**config.mk**
```make
export PLATFORM = sky130hd
export DESIGN_NAME = tx_link_ctrl
export DESIGN_NICKNAME = d
export VERILOG_FILES = /design/src/rtl/tx_link_ctrl.sv
export SDC_FILE = /design/constraint.sdc
export NUM_CORES = 1
export LEC_CHECK = 0
export ABC_CLOCK_PERIOD_IN_PS = 1600
export BUFFER_PORTS_ARGS = -buffer_cell sky130_fd_sc_hd__buf_4
export CAP_MARGIN = 20
export CORE_MARGIN = 10
export CORE_UTILIZATION = 49
export DETAILED_ROUTE_END_ITERATION = 6
export HOLD_SLACK_MARGIN = 0.08
export PLACE_DENSITY_LB_ADDON = 0.3
export SETUP_SLACK_MARGIN = 0.1
export SLEW_MARGIN = 20
export SYNTH_ARGS = -nofsm -noshare
export SYNTH_HDL_FRONTEND = slang
export SYNTH_SLANG_ARGS = --single-unit
```
**constraint.sdc**
```tcl
create_clock -name clk -period 1.6 [get_ports clk]
set_input_delay 0.08 -clock clk [delete_from_list [all_inputs] [get_ports clk]]
set_output_delay 0.08 -clock clk [all_outputs]
set_load 0.02 [all_outputs]
```
**src/rtl/tx_link_ctrl.sv**
```systemverilog
// Transmit link-layer controller: training, idle fill, packet framing and periodic SKP insertion.
// States: TRAIN ordered sets | IDLE fill | STP start-of-packet | DATA payload/PAD | END end-of-packet | SKP clock-comp set
module tx_link_ctrl #(
  parameter int TS_COUNT     = 8,
  parameter int SKP_INTERVAL = 64
) (
  input  logic       clk,
  input  logic       rst,
  input  logic       enb,
  input  logic       retrain,
  input  logic       pkt_req,
  output logic       pkt_gnt,
  input  logic [7:0] in_byte,
  input  logic       in_valid,
  input  logic       in_last,
  output logic       in_ready,
  output logic [7:0] tx_byte,
  output logic       tx_k,
  output logic       link_up
);

  localparam int TSW = (TS_COUNT > 1) ? $clog2(TS_COUNT) : 1;
  localparam int SKW = (SKP_INTERVAL > 1) ? $clog2(SKP_INTERVAL) : 1;

  localparam logic [7:0] SYM_COM  = 8'hBC;
  localparam logic [7:0] SYM_TS   = 8'h4A;
  localparam logic [7:0] SYM_IDLE = 8'h00;
  localparam logic [7:0] SYM_STP  = 8'hFB;
  localparam logic [7:0] SYM_PAD  = 8'hF7;
  localparam logic [7:0] SYM_END  = 8'hFD;
  localparam logic [7:0] SYM_SKP  = 8'h1C;

  typedef enum logic [2:0] {
    ST_TRAIN,
    ST_IDLE,
    ST_STP,
    ST_DATA,
    ST_END,
    ST_SKP
  } state_t;

  state_t           state_q, state_d;
  logic [1:0]       sym_cnt_q, sym_cnt_d;
  logic [TSW-1:0]   ts_cnt_q, ts_cnt_d;
  logic [SKW-1:0]   skp_cnt_q, skp_cnt_d;
  logic             skp_pending_q, skp_pending_d;
  logic             link_up_q, link_up_d;
  logic [7:0]       tx_byte_q, tx_byte_d;
  logic             tx_k_q, tx_k_d;
  logic             pkt_gnt_q, pkt_gnt_d;
  logic             skp_wrap;
  logic             skp_clr;

  always_comb begin
    state_d       = state_q;
    sym_cnt_d     = sym_cnt_q;
    ts_cnt_d      = ts_cnt_q;
    skp_cnt_d     = skp_cnt_q;
    skp_pending_d = skp_pending_q;
    link_up_d     = link_up_q;
    tx_byte_d     = tx_byte_q;
    tx_k_d        = tx_k_q;
    pkt_gnt_d     = 1'b0;
    skp_wrap      = 1'b0;
    skp_clr       = 1'b0;

    if (enb && retrain) begin
      state_d       = ST_TRAIN;
      sym_cnt_d     = '0;
      ts_cnt_d      = '0;
      skp_cnt_d     = '0;
      skp_pending_d = 1'b0;
      link_up_d     = 1'b0;
      tx_byte_d     = SYM_IDLE;
      tx_k_d        = 1'b0;
    end else if (enb) begin
      if (link_up_q) begin
        skp_wrap  = (skp_cnt_q == SKW'(SKP_INTERVAL - 1));
        skp_cnt_d = skp_wrap ? '0 : skp_cnt_q + SKW'(1);
      end

      case (state_q)
        ST_TRAIN: begin
          tx_byte_d = (sym_cnt_q == 2'd0) ? SYM_COM : SYM_TS;
          tx_k_d    = (sym_cnt_q == 2'd0);
          sym_cnt_d = sym_cnt_q + 2'd1;
          if (sym_cnt_q == 2'd3) begin
            if (ts_cnt_q == TSW'(TS_COUNT - 1)) begin
              ts_cnt_d  = '0;
              state_d   = ST_IDLE;
              link_up_d = 1'b1;
            end else begin
              ts_cnt_d = ts_cnt_q + TSW'(1);
            end
          end
        end
        ST_IDLE: begin
          tx_byte_d = SYM_IDLE;
          tx_k_d    = 1'b0;
          if (skp_pending_q)  state_d = ST_SKP;
          else if (pkt_req)   state_d = ST_STP;
        end
        ST_STP: begin
          tx_byte_d = SYM_STP;
          tx_k_d    = 1'b1;
          pkt_gnt_d = 1'b1;
          state_d   = ST_DATA;
        end
        ST_DATA: begin
          if (in_valid) begin
            tx_byte_d = in_byte;
            tx_k_d    = 1'b0;
            if (in_last) state_d = ST_END;
          end else begin
            tx_byte_d = SYM_PAD;
            tx_k_d    = 1'b1;
          end
        end
        ST_END: begin
          tx_byte_d = SYM_END;
          tx_k_d    = 1'b1;
          state_d   = skp_pending_q ? ST_SKP : ST_IDLE;
        end
        ST_SKP: begin
          tx_byte_d = (sym_cnt_q == 2'd0) ? SYM_COM : SYM_SKP;
          tx_k_d    = 1'b1;
          skp_clr   = (sym_cnt_q == 2'd0);
          sym_cnt_d = sym_cnt_q + 2'd1;
          if (sym_cnt_q == 2'd3) begin
            sym_cnt_d = '0;
            state_d   = ST_IDLE;
          end
        end
        default: state_d = ST_TRAIN;
      endcase

      // A fresh wrap on the same cycle as the SKP start re-arms the request.
      skp_pending_d = (skp_pending_q & ~skp_clr) | skp_wrap;
    end
  end

  always_ff @(posedge clk) begin
    if (!rst) begin
      state_q       <= ST_TRAIN;
      sym_cnt_q     <= '0;
      ts_cnt_q      <= '0;
      skp_cnt_q     <= '0;
      skp_pending_q <= 1'b0;
      link_up_q     <= 1'b0;
      tx_byte_q     <= 8'h00;
      tx_k_q        <= 1'b0;
      pkt_gnt_q     <= 1'b0;
    end else begin
      state_q       <= state_d;
      sym_cnt_q     <= sym_cnt_d;
      ts_cnt_q      <= ts_cnt_d;
      skp_cnt_q     <= skp_cnt_d;
      skp_pending_q <= skp_pending_d;
      link_up_q     <= link_up_d;
      tx_byte_q     <= tx_byte_d;
      tx_k_q        <= tx_k_d;
      pkt_gnt_q     <= pkt_gnt_d;
    end
  end

  assign pkt_gnt  = pkt_gnt_q & enb;
  assign in_ready = (state_q == ST_DATA);
  assign tx_byte  = tx_byte_q;
  assign tx_k     = tx_k_q;
  assign link_up  = link_up_q;

endmodule

```
==> summary.md, run 1 <==
| Metric | Value |
|---|---|
| Status | `complete, no violations` |
| WL/cell | `roughly 17 um` |
| Max_slew headroom | `0.747` |
| Clock skew | `~13 ps` |
| Yosys reg bits | `26` |
| Most common library cells after synthesis | `dfxtp_1, o21ai_0, a21oi_1, nand2_1, nor2_1` |
| Detailed placement HPWL | `~3000 um` |
| VDD IR-drop max | `roughly 0.51 mV` |
| Final period utilization | `0.963` |
| Dpl ws | `-31.0 ps` |
| Row cnt | `20` |
| F_max | `approximately 650 MHz` |
| H-Tree Depth | `1` |
| Filler cells | `251` |
| Die ar. | `around 5700 um^2` |
| Yosys top cell area share | `0.343` |
| Cell count after synthesis | `180` |
| Power per cell area | `between 600 and 700 nW/um^2` |
| ANT cells | `0` |
| Yosys Warn Count | `0` |
| Critical Path Start Type | `register` |
| Synth top area cells | `dfxtp_1, ha_1, o21ai_0, mux2i_1, a21oi_1` |
| Post-route ant nets | `0` |
| Gr usage total | `0.150` |
| Clk Latency, worst-skew pair | `~340 ps` |
| Root buf cell | `clkbuf_4` |
| First drt pass iteration count | `4` |
| Ports | `27` |
| Max cap viols | `0` |
| Total CTS buffers | `3` |
| Core area | `around 3000 um^2` |
| Initial antenna violation count | `0` |
| Final slew viol count | `0` |
| Drc violations | `0` |
| Port Buf Inserts | `26` |
| Worst-path clk slew | `160 ps` |
| Ys flop type | `dfxtp_1` |
| Initial DRC Count | `147` |
| Layout cells sized above 1 | `0.338` |
| Starting density of the core | `0.505` |
| Req. time, crit path | `between 1500 and 2000 ps` |
| Final hold vios | `0` |
| Most frequent cell after synthesis | `dfxtp_1` |
| Crit path DAT | `~1800 ps` |
| Clock Sinks | `26` |
| Crit path time final | `approximately 1500 ps` |
| Area growth, synth to finish | `31.4%` |
| Die Ht | `between 70 and 80 um` |
| Crit Path Max Fanout | `6` |
| CTS tree | `yes` |
| First-pass GRT wire length | `roughly 6800 um` |
| Synth unique cells | `44` |
| Net count, final | `between 200 and 250` |
| Area post-placement | `about 1800 um^2` |
| Setup ws final | `~60 ps` |
| Slowest cell on the critical path | `dfxtp_4` |
| Crit path capture type | `register` |
| Largest net degree at the start of global routing | `17` |
| Crit Path Class | `reg2reg` |
| Synthesized area per cell | `around 8.4 um^2` |
| RSZ-0062 raised after global routing | `true` |
| CP cell instances | `buf_6, nor3b_2, o21ai_0, a211o_1, mux2i_1` |
| Setup violators final | `0` |
| CP peak stage delay | `430 ps` |
| Post-route cell area | `1990 um^2` |
| Die W | `~76 um` |
| Post-synthesis sequential area ratio | `0.343` |
| Via density | `about 5.8` |
| Post-Syn Area | `between 1500 and 2000 um^2` |
| Clk buf depth | `2` |
| EDFF count, synth | `0` |
| Cell taking the most area after synthesis | `dfxtp_1` |
| Final global-route overflow total | `0` |
| Synth Net Count | `around 200` |
| Actual slew at the worst max-slew pin | `between 300 and 400 ps` |
| Leakage power | `between 0.8 and 0.9 nW` |
| Routed WL | `4310 um` |
| Final GP Congestion | `approximately 0.98` |
| Vias in the first global route | `between 1,000 and 1,500` |
| Synth async-reset ratio | `0` |
| Vias post-DR | `approximately 1,500` |
| Hold crit path type | `in2reg` |
## kinds of logic after synthesis
logic type | share of synthesized area
AOI/OAI and AO/OA | 0.213
xor gates and xnor gates | 0.0231
buffers and inverters | 0.0668
and+or+nand+nor | 0.242
muxes | 0.0462
adders and majority gates | 0.0660
DFF | 0.343
## state kept, by name, indices dropped and copies added, names as in the netlist
register / count
ts_cnt_q: 3
skp_pending_q: 1
link_up: 1
tx_k: 1
skp_cnt_q: 6
pkt_gnt_q: 1
tx_byte: 8
state_q: 3
sym_cnt_q: 2
## critical path: cells and delay by family, from the launching register on
| kind | cells | cell delay [ps] |
|---|---|---|
| AND/OR/NAND/NOR | 1 | 290 |
| buffers and inverters | 1 | 130 |
| AO/OA/AOI/OAI | 2 | 450 |
| flip-flops | 1 | 430 |
| multiplexers | 1 | 160 |
## worst paths after layout
check,from,slack (ps),to,depth (start not counted)
max,state_q[2]$_SDFFE_PP0P_,60,state_q[2]$_SDFFE_PP0P_,5
min,in_byte[1],110,tx_byte[1]$_SDFFE_PP0P_,3
max reg2reg,state_q[2]$_SDFFE_PP0P_,60,state_q[2]$_SDFFE_PP0P_,5
min reg2reg,tx_k$_SDFFE_PP0P_,470,tx_k$_SDFFE_PP0P_,2
## power by group
group | switching, W | leakage (nW) | internal [W]
sequential | 0.0000117 | 0.216 | 0.000661
combinational | 0.0000896 | 0.595 | 0.0000798
clock | 0.000216 | 0.0261 | 0.000191
total | 0.000317 | 0.838 | 0.000932
## metal layers
metal  vias up  track usage  wire [um]
li1        726            -          -
met1       683        0.166       1750
met2        42        0.264       2200
met3         8       0.0469        300
met4         0       0.0515         59
met5         -            0          0
## cell usage in the layout, fill, tap and decap left out, types with 3 or more instances in the layout
cell	instances
nand4_1	4
dfxtp_4	3
o21a_1	3
a311oi_1	3
o21ai_0	12
xor2_1	3
dfxtp_2	5
mux2i_1	7
nand2b_1	5
nand3b_1	4
inv_1	7
clkbuf_4	3
buf_6	3
ha_1	3
nand2_1	13
o21ai_1	6
buf_4	42
and2_1	3
o211ai_1	4
nor2_1	12
a31oi_1	4
a21oi_1	13
ha_2	3
dfxtp_1	18
## metrics by stage
stage | utilization | total power [W] | setup TNS (ps) | hold slack [ps] | instances
3_3_place_gp | 0.593 | 0.000837 | 0 | 391 | 237
3_5_place_dp | 0.593 | 0.000843 | -45.3 | 398 | 237
5_1_grt | 0.664 | 0.00130 | 0 | 123 | 252
2_1_floorplan | - | 0.000766 | 0 | 262 | 180
6_report | 0.664 | 0.00125 | 0 | 106 | 252
4_1_cts | 0.630 | 0.00125 | 0 | 107 | 246
## cell type report
| type | instances | area, um^2 | share of cell area |
|---|---|---|---|
| clock buffers | 4 | 47.5 | 0.0238 |
| flip-flops and latches | 26 | 538 | 0.270 |
| well taps | 33 | 41.3 | 0.0207 |
| inverters | 9 | 36.3 | 0.0182 |
| multi-input cells | 133 | 962 | 0.482 |
| repair buffers | 47 | 369 | 0.185 |
## what timing repair did
item,CTS,global route
buffers inserted,3,6
pin swaps,3,7
endpoints found under the setup margin,14,15
endpoints found under the hold margin,1,0
hold buffers,2,0
cloned,0,0
gates resized for setup,13,22
Power figures use the tool's default switching activity.
==> run 2: changes to the inputs <==
Settings changed: BUFFER_PORTS_ARGS -buffer_cell sky130_fd_sc_hd__buf_4 to -buffer_cell sky130_fd_sc_hd__buf_2, PLACE_DENSITY from default to 0.83, PLACE_DENSITY_LB_ADDON 0.3 to default.
==> run 2 against run 1 <==
  * Critical path type is now reg2out
  * Wire length decreased by 11%
  * Final cell count increased by 1.2%
  * First-iteration DRC count decreased by 2.0%
==> summary.md, run 2 (synthesized netlist as in run 1, its figures left out) <==
| Metric | Value |
|---|---|
| Status | `complete, no violations` |
| Area post-placement | `1740 um^2 (-2.0%)` |
| Crit Path Max Fanout | `10 (+4)` |
| Slowest cell on the critical path | `dfxtp_4` |
| Setup ws final | `104 ps (+43.6 ps)` |
| Max reg flops | `8 (unchanged)` |
| RSZ-0062 raised after global routing | `true` |
| Crit path time final | `1500 ps (-43.6 ps)` |
| Crit path capture type | `primary output` |
| WL/cell | `15.0 um (-12%)` |
| Req. time, crit path | `1520 ps (-340 ps)` |
| Ports | `27 (unchanged)` |
| Hold crit path type | `in2reg` |
| Net count, final | `246 (+1.2%)` |
| Routed WL | `3820 um (-11%)` |
| First drt pass iteration count | `4 (unchanged)` |
| Post-route ant nets | `0 (unchanged)` |
| Row cnt | `20 (unchanged)` |
| Internal | `0.000864 W (-7.3%)` |
| Total CTS buffers | `3 (unchanged)` |
| Die W | `75.7 um (unchanged)` |
| Dpl ws | `-21.3 ps (+9.64 ps)` |
| Max cap viols | `0 (unchanged)` |
| Port Buf Inserts | `26 (unchanged)` |
| Post-route cell area | `1920 um^2 (-3.6%)` |
| Most frequent cells in the layout | `buf_2, dfxtp_1, buf_4` |
| Clk buf depth | `2 (unchanged)` |
| Vias in the first global route | `1,348 (-8.7%)` |
| Gr usage total | `0.130 (-0.0194)` |
| Most common cell after layout, fill and taps aside | `buf_2` |
| Worst-path clk slew | `150 ps (about the same)` |
| Clock share of power | `0.299 (-0.027)` |
| Power per cell area | `609 nW/um^2 (-2.6%)` |
| Drc violations | `0 (unchanged)` |
| Die ar. | `5720 um^2 (unchanged)` |
| CTS tree | `yes` |
| Critical Path Start Type | `register` |
| Clock Sinks | `26 (unchanged)` |
| Clock skew | `8.56 ps (-4.09 ps)` |
| Area growth, synth to finish | `26.6%` |
| Final hold vios | `0 (unchanged)` |
| Vias post-DR | `1,479 (+1.4%)` |
| F_max | `668 MHz (+2.9%)` |
| Flop pwr share | `0.571 (+0.032)` |
| Combinational group share of total power | `0.129 (-0.007)` |
| CP peak stage delay | `420 ps (about the same)` |
| Crit path DAT | `1420 ps (-380 ps)` |
| Crit Path Class | `reg2out` |
| Largest net degree at the start of global routing | `17 (unchanged)` |
| Setup violators final | `0 (unchanged)` |
| Sw Ratio | `0.262 (+0.00855)` |
| Root buf cell | `clkbuf_4` |
| Net switching power | `0.000307 W (-3.0%)` |
| First-pass GRT wire length | `5980 um (-12%)` |
| VDD IR-drop max | `0.379 mV (-26%)` |
| Die Ht | `75.7 um (unchanged)` |
| Worst Path Buf+Inv | `3 (+2)` |
| Final slew viol count | `0 (unchanged)` |
| Final cell utilization of the core | `0.640 (-0.0242)` |
| Detailed placement HPWL | `2680 um (-9.1%)` |
| Cell family with most CP delay | `buffers and inverters` |
| Leakage power | `0.836 nW (-0.16%)` |
| Final GP Congestion | `0.846 (-14%)` |
| Final period utilization | `0.935 (-0.0273)` |
| Via density | `5.80 (+0.18%)` |
| Initial DRC Count | `144 (-2.0%)` |
| Max_slew headroom | `0.749 (+0.00201)` |
| CP cell instances | `buf_4, nand3b_1, inv_1, buf_2` |
| Clk Latency, worst-skew pair | `340 ps (about the same)` |
| ANT cells | `0 (unchanged)` |
| R2R setup slack | `110 ps (+50 ps)` |
| Actual slew at the worst max-slew pin | `373 ps (-2.99 ps)` |
| Core area | `3000 um^2 (unchanged)` |
| Layout cells sized above 1 | `0.329 (-0.00907)` |
| H-Tree Depth | `1 (unchanged)` |
| Initial antenna violation count | `0 (unchanged)` |
| Final global-route overflow total | `0 (unchanged)` |
| Starting density of the core | `0.505 (unchanged)` |
[run 2: worst paths after layout]
path,startpoint,to,depth (start not counted)
max,state_q[1]$_SDFFE_PP0P_,in_ready,4
min,in_byte[5],tx_byte[5]$_SDFFE_PP0P_,3
max reg2reg,state_q[1]$_SDFFE_PP0P_,state_q[1]$_SDFFE_PP0P_,4
min reg2reg,tx_byte[0]$_SDFFE_PP0P_,tx_byte[0]$_SDFFE_PP0P_,2
[run 2: worst min-delay path: stages]
cell and delay (ps):
buf_2 90, o21ai_0 140, a311oi_1 80
[run 2: final cells by class]
cell class                 count  area [um^2]
timing repair buffer          50          327
inverter                       9         36.3
multi-input combinational    133          946
tap                           33         41.3
sequential                    26          536
fill                         247         1080
clock buffer                   4         36.3
[run 2: power groups by stage]
stage / clock, W / combinational (W) / sequential [W]
detailed placement: 0 / 0.000135 / 0.000686
global route: 0.000369 / 0.000168 / 0.000672
floorplan: 0 / 0.0000636 / 0.000703
finish: 0.000351 / 0.000152 / 0.000669
global placement: 0 / 0.000134 / 0.000686
CTS: 0.000345 / 0.000142 / 0.000673
[run 2: metal layers]
metal / GRT usage / wire [um] / up-vias / share of wire
met1: 0.168 / 1680 / 703 / 0.44
li1: - / - / 729 / -
met5: 0 / 0 / - / 0
met4: 0.0536 / 54 / 0 / 0.014
met2: 0.212 / 1870 / 42 / 0.49
met3: 0.0195 / 214 / 5 / 0.056
[run 2: timing repair]
action | in CTS | in global routing
cloned | 0 | 0
pin swaps | 3 | 9
setup buffers | 1 | 7
setup endpoints to repair | 8 | 13
hold endpoints to repair | 1 | 0
gates resized for setup | 10 | 19
hold buffers | 2 | 0
[run 2: through the flow]
step	TNS, ps	std cells	power (W)	hold WS, ps
2_1_floorplan	0	180	0.000766	262
3_3_place_gp	0	241	0.000820	384
3_5_place_dp	-21.3	241	0.000822	383
4_1_cts	0	248	0.00116	94.6
5_1_grt	0	255	0.00121	109
6_report	0	255	0.00117	93.6
==> run 3: changes to the inputs <==
Settings changed: ABC_AREA from default to 1, PLACE_DENSITY 0.83 to 0.84.
==> run 3 against run 2 <==
  * Largest cell class unchanged
  * Maximum frequency is 9.5% higher
  * Clock skew down 1.7 ps
  * Combinational power shrank 13%
  * Final cell count is 5.1% higher
  * Sequential share of layout area increased by 3.5 points
  * Sequential power about the same
  * Highest routed layer unchanged
  * Via count is 4.7% lower
==> summary.md, run 3 <==
| Metric | Value |
|---|---|
| RSZ-0062 raised after global routing | `false` |
| Crit path time final | `1370 ps (-130 ps)` |
| Final slew viol count | `0 (unchanged)` |
| Yosys top cell area share | `0.360 (+0.0172)` |
| Crit path DAT | `1600 ps (+180 ps)` |
| Synth unique cells | `29 (-34%)` |
| Final GP Congestion | `0.887 (+4.9%)` |
| Die Ht | `74.3 um (-1.8%)` |
| Dpl ws | `140 ps (+161 ps)` |
| Clk buf depth | `2 (unchanged)` |
| Net count, final | `261 (+6.1%)` |
| Critical Path Start Type | `register` |
| Area growth, synth to finish | `16.8%` |
| Gr usage total | `0.130 (-0.000575)` |
| Clk Latency, worst-skew pair | `320 ps (-20 ps)` |
| Cell count after synthesis | `208 (+16%)` |
| Drc violations | `0 (unchanged)` |
| Status | `complete, no violations` |
| Post-route ant nets | `0 (unchanged)` |
| Starting density of the core | `0.520 (+0.0142)` |
| Area post-placement | `1610 um^2 (-7.9%)` |
| Die W | `74.3 um (-1.8%)` |
| Leakage power | `0.814 nW (-2.6%)` |
| Root buf cell | `clkbuf_4` |
| WL/cell | `12.4 um (-17%)` |
| Crit path capture type | `register` |
| F_max | `732 MHz (+9.5%)` |
| Most common library cells after synthesis | `nand2_1, dfxtp_1, inv_1` |
| First-pass GRT wire length | `5980 um (-0.12%)` |
| VDD IR-drop max | `0.823 mV (+120%)` |
| Detailed placement HPWL | `2630 um (-2.1%)` |
| First drt pass iteration count | `4 (unchanged)` |
| Post-synthesis sequential area ratio | `0.360 (+0.0172)` |
| Final global-route overflow total | `0 (unchanged)` |
| Worst-path clk slew | `140 ps (about the same)` |
| Most frequent cells in the layout | `nand2_1, buf_2, inv_1` |
| Synth async-reset ratio | `0 (unchanged)` |
| Final cell utilization of the core | `0.607 (-0.0332)` |
| Setup repair bufs after CTS | `0 (-1)` |
| Crit Path Max Fanout | `9 (-1)` |
| Max cap viols | `0 (unchanged)` |
| Layout cells sized above 1 | `0.232 (-0.0968)` |
| Worst Reg2Reg Path Length in Cells | `5 (+1)` |
| Vias post-DR | `1,410 (-4.7%)` |
| Synthesized area per cell | `6.95 um^2 (-18%)` |
| Vias in the first global route | `1,385 (+2.7%)` |
| Yosys Warn Count | `0 (unchanged)` |
| Max_slew headroom | `0.802 (+0.0532)` |
| Cell taking the most area after synthesis | `dfxtp_1` |
| Final period utilization | `0.854 (-0.0813)` |
| Post-Syn Area | `1450 um^2 (-4.8%)` |
| Req. time, crit path | `1830 ps (+310 ps)` |
| Routed WL | `3320 um (-13%)` |
| CTS tree | `yes` |
| Initial antenna violation count | `0 (unchanged)` |
| Ys flop type | `dfxtp_1` |
| Yosys reg bits | `26 (unchanged)` |
| EDFF count, synth | `0 (unchanged)` |
| Final hold vios | `0 (unchanged)` |
| Synth top area cells | `dfxtp_1, nand2_1, ha_1, a21oi_1, inv_1` |
| Ports | `27 (unchanged)` |
| Power per cell area | `742 nW/um^2 (+22%)` |
| Hold crit path type | `in2reg` |
| R2R setup slack | `230 ps (+120 ps)` |
| Most common cell after layout, fill and taps aside | `nand2_1` |
| Actual slew at the worst max-slew pin | `296 ps (-77.3 ps)` |
| Hold path depth | `3 (unchanged)` |
| Setup_tns | `0 ps (unchanged)` |
| Clock skew | `6.89 ps (-1.67 ps)` |
| Setup violators final | `0 (unchanged)` |
| Synth Net Count | `231 (+14%)` |
| Most frequent cell after synthesis | `nand2_1` |
| Die ar. | `5520 um^2 (-3.5%)` |
| Largest net degree at the start of global routing | `16 (-1)` |
| Setup ws final | `234 ps (+130 ps)` |
| Post-route cell area | `1690 um^2 (-12%)` |
| ANT cells | `0 (unchanged)` |
| Core area | `2780 um^2 (-7.4%)` |
| Via density | `5.26 (-9.3%)` |
| Max reg flops | `8 (unchanged)` |
| Clock Sinks | `26 (unchanged)` |
| Crit Path Class | `reg2reg` |
| H-Tree Depth | `1 (unchanged)` |
| Total CTS buffers | `3 (unchanged)` |
| Initial DRC Count | `83 (-42%)` |
| Port Buf Inserts | `26 (unchanged)` |
| Row cnt | `19 (-5.0%)` |
==> run 3: final timing paths <==
path / end / startpoint
worst min register to register: tx_byte[7]$_SDFFE_PP0P_ / tx_byte[7]$_SDFFE_PP0P_
worst max-delay path: tx_k$_SDFFE_PP0P_ / state_q[1]$_SDFFE_PP0P_
worst max register to register: tx_k$_SDFFE_PP0P_ / state_q[1]$_SDFFE_PP0P_
worst min-delay path: skp_cnt_q[1]$_SDFFE_PP0P_ / enb
==> run 3: metal layers <==
layer  up-vias  routed length, um  track usage
li1        740                  -            -
met1       618               1530        0.158
met2        50               1460        0.212
met3         2                304       0.0519
met4         0                 21       0.0264
met5         -                  0            0
==> run 3: kinds of logic after synthesis <==
group,share of synthesized area
DFF,0.360
and+or+nand+nor,0.305
AOI/OAI and AO/OA,0.160
buffers and inverters,0.0874
adders and majority gates,0.0693
xor gates and xnor gates,0.0182
==> run 3: layout make-up <==
class / count / area, um^2
Inverter: 27 / 104
Tap cell: 31 / 38.8
Clock inverter: 1 / 30.0
Timing Repair Buffer: 29 / 155
Multi-Input combinational cell: 151 / 808
Sequential cell: 26 / 529
Clock buffer: 3 / 22.5
Fill cell: 278 / 1090
==> run 3: repair_timing <==
item                                    4_1_cts  5_1_grt
gates resized for setup                       0        9
endpoints found under the setup margin        0       13
hold buffers                                  1        0
endpoints found under the hold margin         1        0
==> run 3: power by group <==
group / switching, W / total, W / internal, W
registers: 0.00000913 / 0.000672 / 0.000663
clock network: 0.000195 / 0.000449 / 0.000253
logic: 0.0000839 / 0.000132 / 0.0000477
==> run 3: through the flow <==
step                hold WS [ps]  power [W]  instances
floorplan                    288   0.000767        208
global placement             410   0.000816        263
detailed placement           400   0.000818        263
CTS                         89.2    0.00127        268
global route                 114    0.00132        268
finish                      93.7    0.00125        268
==> run 3: worst max-delay path: stages (launching register included) <==
cell,delay [ps]
dfxtp_4,400
ha_1,240
nor2_4,190
inv_1,150
a211oi_1,210
a21oi_1,90
